===== src/rtl/pl_io_responder.sv =====
// Memory-mapped I/O responder for the MEM-stage load/store port: input ports with
// synchronizer, debounce and sticky change flags, plus three registered output ports.
module pl_io_responder #(
   parameter int DEBOUNCE = 4,
   parameter int CNT_W    = 8
) (
   input  logic        clock,
   input  logic        resetn,
   input  logic [31:0] addr,
   input  logic [31:0] wdata,
   input  logic        we,
   input  logic        re,
   input  logic [31:0] raw_in0,
   input  logic [31:0] raw_in1,
   output logic [31:0] rdata,
   output logic        io_hit,
   output logic [31:0] out_port0,
   output logic [31:0] out_port1,
   output logic [31:0] out_port2,
   output logic        irq
);

   localparam logic [4:0] OFF_IN0    = 5'd0;
   localparam logic [4:0] OFF_IN1    = 5'd1;
   localparam logic [4:0] OFF_STATUS = 5'd2;
   localparam logic [4:0] OFF_OUT0   = 5'd16;
   localparam logic [4:0] OFF_OUT1   = 5'd17;
   localparam logic [4:0] OFF_OUT2   = 5'd18;
   localparam logic [CNT_W-1:0] CNT_MAX = CNT_W'(DEBOUNCE - 1);

   logic [4:0]             offset;
   logic                   rd_hit;
   logic                   wr_hit;
   logic                   addr_unused;
   logic [1:0][31:0]       raw;
   logic [1:0][31:0]       sync_p0;
   logic [1:0][31:0]       sync_p1;
   logic [1:0][31:0]       cand;
   logic [1:0][31:0]       stable;
   logic [1:0][CNT_W-1:0]  cnt;
   logic [1:0]             chg;
   logic [1:0]             chg_set;
   logic [1:0]             chg_clr;

   function automatic logic cnt_saturated(input logic [CNT_W-1:0] c);
      return c >= CNT_MAX;
   endfunction

   assign offset      = addr[6:2];
   assign addr_unused = ^addr[1:0];
   assign io_hit      = (addr[31:8] == 24'd0) && addr[7];
   assign rd_hit      = re && io_hit;
   assign wr_hit      = we && io_hit;
   assign raw[0]      = raw_in0;
   assign raw[1]      = raw_in1;

   always_comb begin
      rdata = '0;
      if (rd_hit) begin
         case (offset)
            OFF_IN0:    rdata = stable[0];
            OFF_IN1:    rdata = stable[1];
            OFF_STATUS: rdata = {30'b0, chg};
            OFF_OUT0:   rdata = out_port0;
            OFF_OUT1:   rdata = out_port1;
            OFF_OUT2:   rdata = out_port2;
            default:    rdata = '0;
         endcase
      end
   end

   // a flag is raised on the edge the debounced value is accepted and differs
   always_comb begin
      chg_set = '0;
      chg_clr = '0;
      for (int n = 0; n < 2; n++) begin
         chg_set[n] = (sync_p1[n] == cand[n]) && cnt_saturated(cnt[n]) &&
                      (cand[n] != stable[n]);
         chg_clr[n] = (rd_hit && (offset == 5'(n))) ||
                      (wr_hit && (offset == OFF_STATUS) && wdata[n]);
      end
   end

   // synchronizer stages feed the candidate/counter debounce filter
   always_ff @(posedge clock or negedge resetn) begin
      if (!resetn) begin
         sync_p0 <= '0;
         sync_p1 <= '0;
         cand    <= '0;
         cnt     <= '0;
         stable  <= '0;
      end else begin
         for (int n = 0; n < 2; n++) begin
            sync_p0[n] <= raw[n];
            sync_p1[n] <= sync_p0[n];
            if (sync_p1[n] != cand[n]) begin
               cand[n] <= sync_p1[n];
               cnt[n]  <= '0;
            end else if (!cnt_saturated(cnt[n])) begin
               cnt[n] <= cnt[n] + CNT_W'(1);
            end else begin
               stable[n] <= cand[n];
            end
         end
      end
   end

   // set wins over a simultaneous clear
   always_ff @(posedge clock or negedge resetn) begin
      if (!resetn) begin
         chg <= '0;
         irq <= 1'b0;
      end else begin
         chg <= chg_set | (chg & ~chg_clr);
         irq <= |chg;
      end
   end

   always_ff @(posedge clock or negedge resetn) begin
      if (!resetn) begin
         out_port0 <= '0;
         out_port1 <= '0;
         out_port2 <= '0;
      end else if (wr_hit) begin
         case (offset)
            OFF_OUT0: out_port0 <= wdata;
            OFF_OUT1: out_port1 <= wdata;
            OFF_OUT2: out_port2 <= wdata;
            default: ;
         endcase
      end
   end

endmodule

===== config.mk =====
export PLATFORM = sky130hd
export DESIGN_NAME = pl_io_responder
export DESIGN_NICKNAME = d
export VERILOG_FILES = /design/src/rtl/pl_io_responder.sv
export SDC_FILE = /design/constraint.sdc
export NUM_CORES = 1
export LEC_CHECK = 0
export BUFFER_PORTS_ARGS = -buffer_cell sky130_fd_sc_hd__buf_4
export CAP_MARGIN = 30
export CORE_MARGIN = 3
export CORE_UTILIZATION = 45
export DETAILED_ROUTE_END_ITERATION = 10
export PLACE_DENSITY = 0.74
export SYNTH_ARGS = -nofsm -noshare
export SYNTH_HDL_FRONTEND = slang
export SYNTH_SLANG_ARGS = --single-unit

===== constraint.sdc =====
create_clock -name clock -period 3 [get_ports clock]
set_clock_uncertainty 0.2 [all_clocks]
set_input_delay 0.15 -clock clock [delete_from_list [all_inputs] [get_ports clock]]
set_output_delay 0.15 -clock clock [all_outputs]
set_load 0.01 [all_outputs]

# Yosys cells after proc, flatten, opt, wreduce, memory -nomap -nowiden
# Index checks and enable logic that the tools add are counted.
# op_classes
addsub	2
magnitude_cmp	2
n_eq_ne	13
mux	6
bitwise	5
n_reduce_logical	22
# ops
operator	count
32-bit case mux with 6 select lines	1
32-bit inequality test	4
32-bit == test	2
32-bit two-way mux	1
8-bit two-way mux	4
24-bit zero test	1
8-bit by 1-bit adder with 8-bit output (second input constant)	2
8-bit by 2-bit >= comparator with 1-bit output (second input constant)	2
5-bit == test (second input constant)	3
1-bit logical AND	12
2-bit AND reduction	5
5-bit by 1-bit == test with 1-bit output (second input constant)	1
5-bit by 2-bit == test with 1-bit output (second input constant)	1
5-bit zero test	1
2-bit by 1-bit inequality test with 1-bit output (second input constant)	2
2-bit AND	1
1-bit logical OR	2
1-bit NOT	2
2-bit NOT	1
2-bit OR	1
2-bit OR reduction	1
# word_totals
register_bits	371
wordCells	65

# Longest topological paths before layout
# logic_depth
depth_word	9
depth_mapped	6
mapped_depth_nobuf	5

# Worst setup path after synthesis
# Ideal clock, no wire load.
# synth_timing
path_type	register to register
startpoint	register cand[22] (netlist bit)
endpoint	register stable[12] (netlist bit)
setup_time_ns	0.125
t_arrival_ns	1.872
slack_ns	0.803
path_stages_with_launch	7
n_path_buf	1
period_less_slack_ns	2.197
cell_sequence	dfrtp_1 xnor2_1 nand4_1 nor4_2 nand3_4 buf_6 mux2_4
# synth_between
elab_chain_len	3
# synth_lines
item	line	text
from (decl)	38	logic [1:0][31:0] cand;
from (signal, indexed assignment)	97	cand[n] <= sync_p1[n];
32-bit inequality test	96	if (sync_p1[n] != cand[n]) begin
1-bit NOT (no line)	-	
2-bit AND reduction (no line)	-	
to (signal, indexed assignment)	102	stable[n] <= cand[n];
to (decl)	39	logic [1:0][31:0] stable;
# No other way between the ends.
# A chain may end at the register's enable or synchronous reset.

# Final worst setup path
# layout_timing
startpoint	input port addr[3]
endpoint	output port rdata[1]
# layout_between
elab_chain_len	3
word_cells_on_any_way	8
# layout_lines
item	line	text
from (decl)	9	input logic [31:0] addr,
5-bit == test (tied with other cells)	60	case (offset)
32-bit case mux with 6 select lines (*)	60	
32-bit two-way mux (*)	59	if (rd_hit) begin
to (decl)	15	output logic [31:0] rdata,
# Every way passes the cells marked *; elsewhere a longest branch is shown, timed or not.

==> qor.log <==
qor: outcome.outcome completed
qor: grt.grt_max_degree 74
qor: worst_setup_path.critPathCaptureType primary output
qor: clock_network.cts_num_sinks 371
qor: worst_setup_path.setup.worst_path.class input port to primary output
qor: pwr.power.share.sequential 0.491
qor: run.maxCapViolCount 0
qor: timing.slew_violations 0
qor: die.core_region_area 30700 µm²
qor: clock_network.cts_buffer_depth 3
qor: synthesis.syn-instance-count 966
qor: timing.tightest_slew 0.575 ns
qor: finish.layout_overhead_on_the_synthesized_area 33.1%
qor: drt.totalWireLength 38600 µm
qor: drt.route.top_layer_used met4
qor: worst_setup_path.required 2.65 ns
qor: pwr.switching_power 0.00228 W
qor: worst_setup_path.worst-path-max-fanout 5
qor: timing.setup_tns 0 ns
qor: grt.gr-usage-all-layers 0.227
qor: pwr.power.share.clock 0.458
qor: clock_network.ctsRootBufferMaster sky130_fd_sc_hd__clkbuf_16
qor: finish.final_core_utilization 0.611
qor: drt.route.detailed.vias_per_inst 5.41
qor: worst_setup_path.worstRegToRegCells 6
qor: synthesis.synth_top_family_by_area multiplexers
qor: synthesis.compound_gate_portion_of_the_synthesized_area 0.0542
qor: clock_network.cts.clk_slew.worst_paths 0.05 ns
qor: synthesis.post_synth_xor_area_fraction 0.0806
qor: synthesis.synthSimpleGateAreaFrac 0.0451
qor: pwr.power.leakage 9.01 nW
qor: die.placementRows 64
qor: timing.setup_ws 0.263 ns
qor: finish.post_route_cells_drive_above_1_share 0.402
qor: die.io-pin-count 262
qor: timing.layout_worst_path_cycle_share 0.912
qor: synthesis.yosys.area.top_type sky130_fd_sc_hd__dfrtp_1
qor: drt.detailedRoute.firstPassIterationCount 6
qor: place.pre_cts_ws 0.452 ns
qor: drt.detail_route.wl_per_cell 22.3 µm
qor: clock_network.h-tree-depth 2
qor: worst_setup_path.timing.critical_path.arrival 2.39 ns
qor: drt.wl_met1 15500 µm
qor: die.initial_core_util 0.459
qor: timing.minimum_period_implied_by_the_final_worst_setup_slack 2.74 ns
qor: place.dpl.hpwl 27300 µm
qor: synthesis.netlist_area 14100 µm²
qor: drt.wl_met3 2560 µm
qor: clock_network.clock_latency_of_the_later_clocked_register_in_the_worst_skew_pair 0.53 ns
qor: pwr.internal_power 0.00839 W
qor: grt.globalRouteOverflowTotal 0
qor: die.die_height 183 µm
qor: die.die_width 183 µm
qor: timing.final-setup-viol-count 0
qor: timing.slew_headroom 0.614
qor: grt.global_route_wire_length_before_repair 57600 µm
qor: place.placement.io_buffers 259
qor: place.place_congestion 0.836
qor: place.postPlaceCellArea 16500 µm²
qor: worst_setup_path.critical_path.startpoint_type input port
qor: synthesis.synth_nets 1100
qor: timing.final_hold_viol_count 0
qor: grt.via_count_of_the_first_global_routing_pass 9688
qor: synthesis.synth-warning-count 0
qor: finish.design_area 18800 µm²
qor: pwr.power.density_cell_area 567 nW/µm²
qor: synthesis.mean_post_synth_cell_area 14.6 µm²
qor: clock_network.tritoncts.num_buffers 39
qor: pwr.combinationalPowerShare 0.050
qor: drt.route.met2.wl 19500 µm
qor: finish.final_net_count 1436
qor: synthesis.post_synth_mux_area_share 0.132
qor: timing.rsz0062_at_grt false
qor: drt.drtIter0Drc 705
qor: synthesis.share_of_the_synthesized_area_in_the_top_cell_type 0.657
qor: synthesis.post_synth_num_cell_types 32
qor: synthesis.seq_area_frac_synth 0.657
qor: timing.achievable-frequency 0.365 GHz
qor: pwr.switch_share 0.214
qor: drt.vias 9344
qor: clock_network.tritoncts yes
qor: min_path.type_of_the_worst_min_delay_path input port to register
qor: synthesis.number_of_flip_flops_and_latches_in_the_synthesized_netlist 371
qor: drt.postRouteAntennaNets 0
qor: min_path.cell_count_of_the_worst_hold_path 6
qor: grt.antenna_found_initial 1
qor: pwr.ir_drop 0.000465 V
qor: drt.route.detailed.drc 0
qor: synthesis.adder_cell_fraction_of_synth_area 0.00177
qor: die.die_area 33600 µm²
qor: synthesis.synth.top_cells.by_area sky130_fd_sc_hd__dfrtp_1 (66%), sky130_fd_sc_hd__mux2_2 (12%), sky130_fd_sc_hd__xnor2_1 (4.1%), sky130_fd_sc_hd__xor2_1 (4.0%), sky130_fd_sc_hd__clkbuf_1 (2.2%)
## layout make-up
class	instances	area [µm²]
multi-input combinational	497	4450
sequential	371	9280
fill	2281	11900
clock inverter	14	195
inverter	1	3.75
timing repair buffer	392	3260
tap	396	495
clock buffer	55	1120
antenna	1	2.50
## placed cells by master, fill, tap and decap left out, types with 11 or more instances in the layout
cell,netlist,final
sky130_fd_sc_hd__a21oi_1,30,30
sky130_fd_sc_hd__a222oi_1,30,30
sky130_fd_sc_hd__a22oi_1,36,36
sky130_fd_sc_hd__and3_2,11,11
sky130_fd_sc_hd__buf_4,0,285
sky130_fd_sc_hd__clkbuf_16,0,40
sky130_fd_sc_hd__dfrtp_1,371,371
sky130_fd_sc_hd__dlygate4sd3_1,0,102
sky130_fd_sc_hd__mux2_2,149,149
sky130_fd_sc_hd__mux2_4,11,11
sky130_fd_sc_hd__nand4_1,21,21
sky130_fd_sc_hd__nor4_1,22,22
sky130_fd_sc_hd__xnor2_1,66,66
sky130_fd_sc_hd__xor2_1,64,64
## per-stage QoR
step | power, W | cells | hold WS (ns)
floorplan | 0.00545 | 966 | -0.346
global placement | 0.00575 | 1555 | -0.0366
detailed placement | 0.00576 | 1555 | -0.0338
CTS | 0.0108 | 1726 | 0.0190
global route | 0.0110 | 1727 | 0.0571
finish | 0.0107 | 1727 | 0.0426
## logic make-up after synthesis
group | after synthesis
DFF | 371
muxes | 162
xor gates and xnor gates | 130
AOI/OAI and AO/OA | 102
and+or+nand+nor | 101
buffers and inverters | 98
adders and majority gates | 2
## registers in the layout, summed over array words and instances, names as in the netlist
register and flops:
cand 64, chg 2, cnt 16, irq 1, out_port0 32, out_port1 32
out_port2 32, stable 64, sync_p0 64, sync_p1 64
## repair_timing
action | CTS | global route
resized for setup | 0 | 0
setup endpoints to repair | 0 | 0
endpoints found under the hold margin | 533 | 0
buffers inserted | 0 | 0
hold buffers | 102 | 0
## synth_stat cells (all sizes together)
cell type    n
nand4       21
nand3        7
inv          1
xnor2       66
a31oi        2
nor4b        2
nand2b       2
or2          1
dfrtp      371
nand2        9
xor2        64
nor3         6
a222oi      30
clkbuf      82
mux2i        2
o2bb2ai      2
and3        14
nor4        26
a21oi       30
buf         15
ha           2
mux2       160
a22oi       36
a21boi       2
or3          1
nor2        12
## power groups by stage
stage	combinational, W	sequential, W	clock [W]
CTS	0.000545	0.00524	0.00498
floorplan	0.000151	0.00530	0
detailed placement	0.000433	0.00533	0
global placement	0.000428	0.00532	0
global route	0.000586	0.00525	0.00517
finish	0.000537	0.00524	0.00489
## worst max-delay path, stage by stage
cell                            delay (ns)
sky130_fd_sc_hd__dlygate4sd3_1        0.58
sky130_fd_sc_hd__buf_4                0.16
sky130_fd_sc_hd__nand2b_1             0.08
sky130_fd_sc_hd__dlygate4sd3_1        0.57
sky130_fd_sc_hd__nor2_1               0.23
sky130_fd_sc_hd__a22oi_1              0.19
sky130_fd_sc_hd__a31oi_1              0.26
sky130_fd_sc_hd__buf_4                0.16
## path summary, 6_finish.rpt
kind | startpoint | slack (ns) | endpoint
min reg2reg | sync_p0[53]$_DFF_PN0_ | 0.14 | sync_p1[53]$_DFF_PN0_
max in group asynchronous | resetn | 0.81 | sync_p0[53]$_DFF_PN0_
max | addr[3] | 0.26 | rdata[1]
min in group asynchronous | resetn | 0.51 | out_port0[13]$_DFFE_PN0P_
min | addr[28] | 0.04 | chg[1]$_DFF_PN0_
max reg2reg | cand[62]$_DFFE_PN0N_ | 0.46 | stable[49]$_DFFE_PN0P_
## routing by layer
layer	up-vias	track usage
li1	4078	-
met1	4810	0.289
met2	384	0.394
met3	72	0.0466
met4	0	0.0695
met5	-	0
No activity file was read; power rests on OpenSTA's default activity.
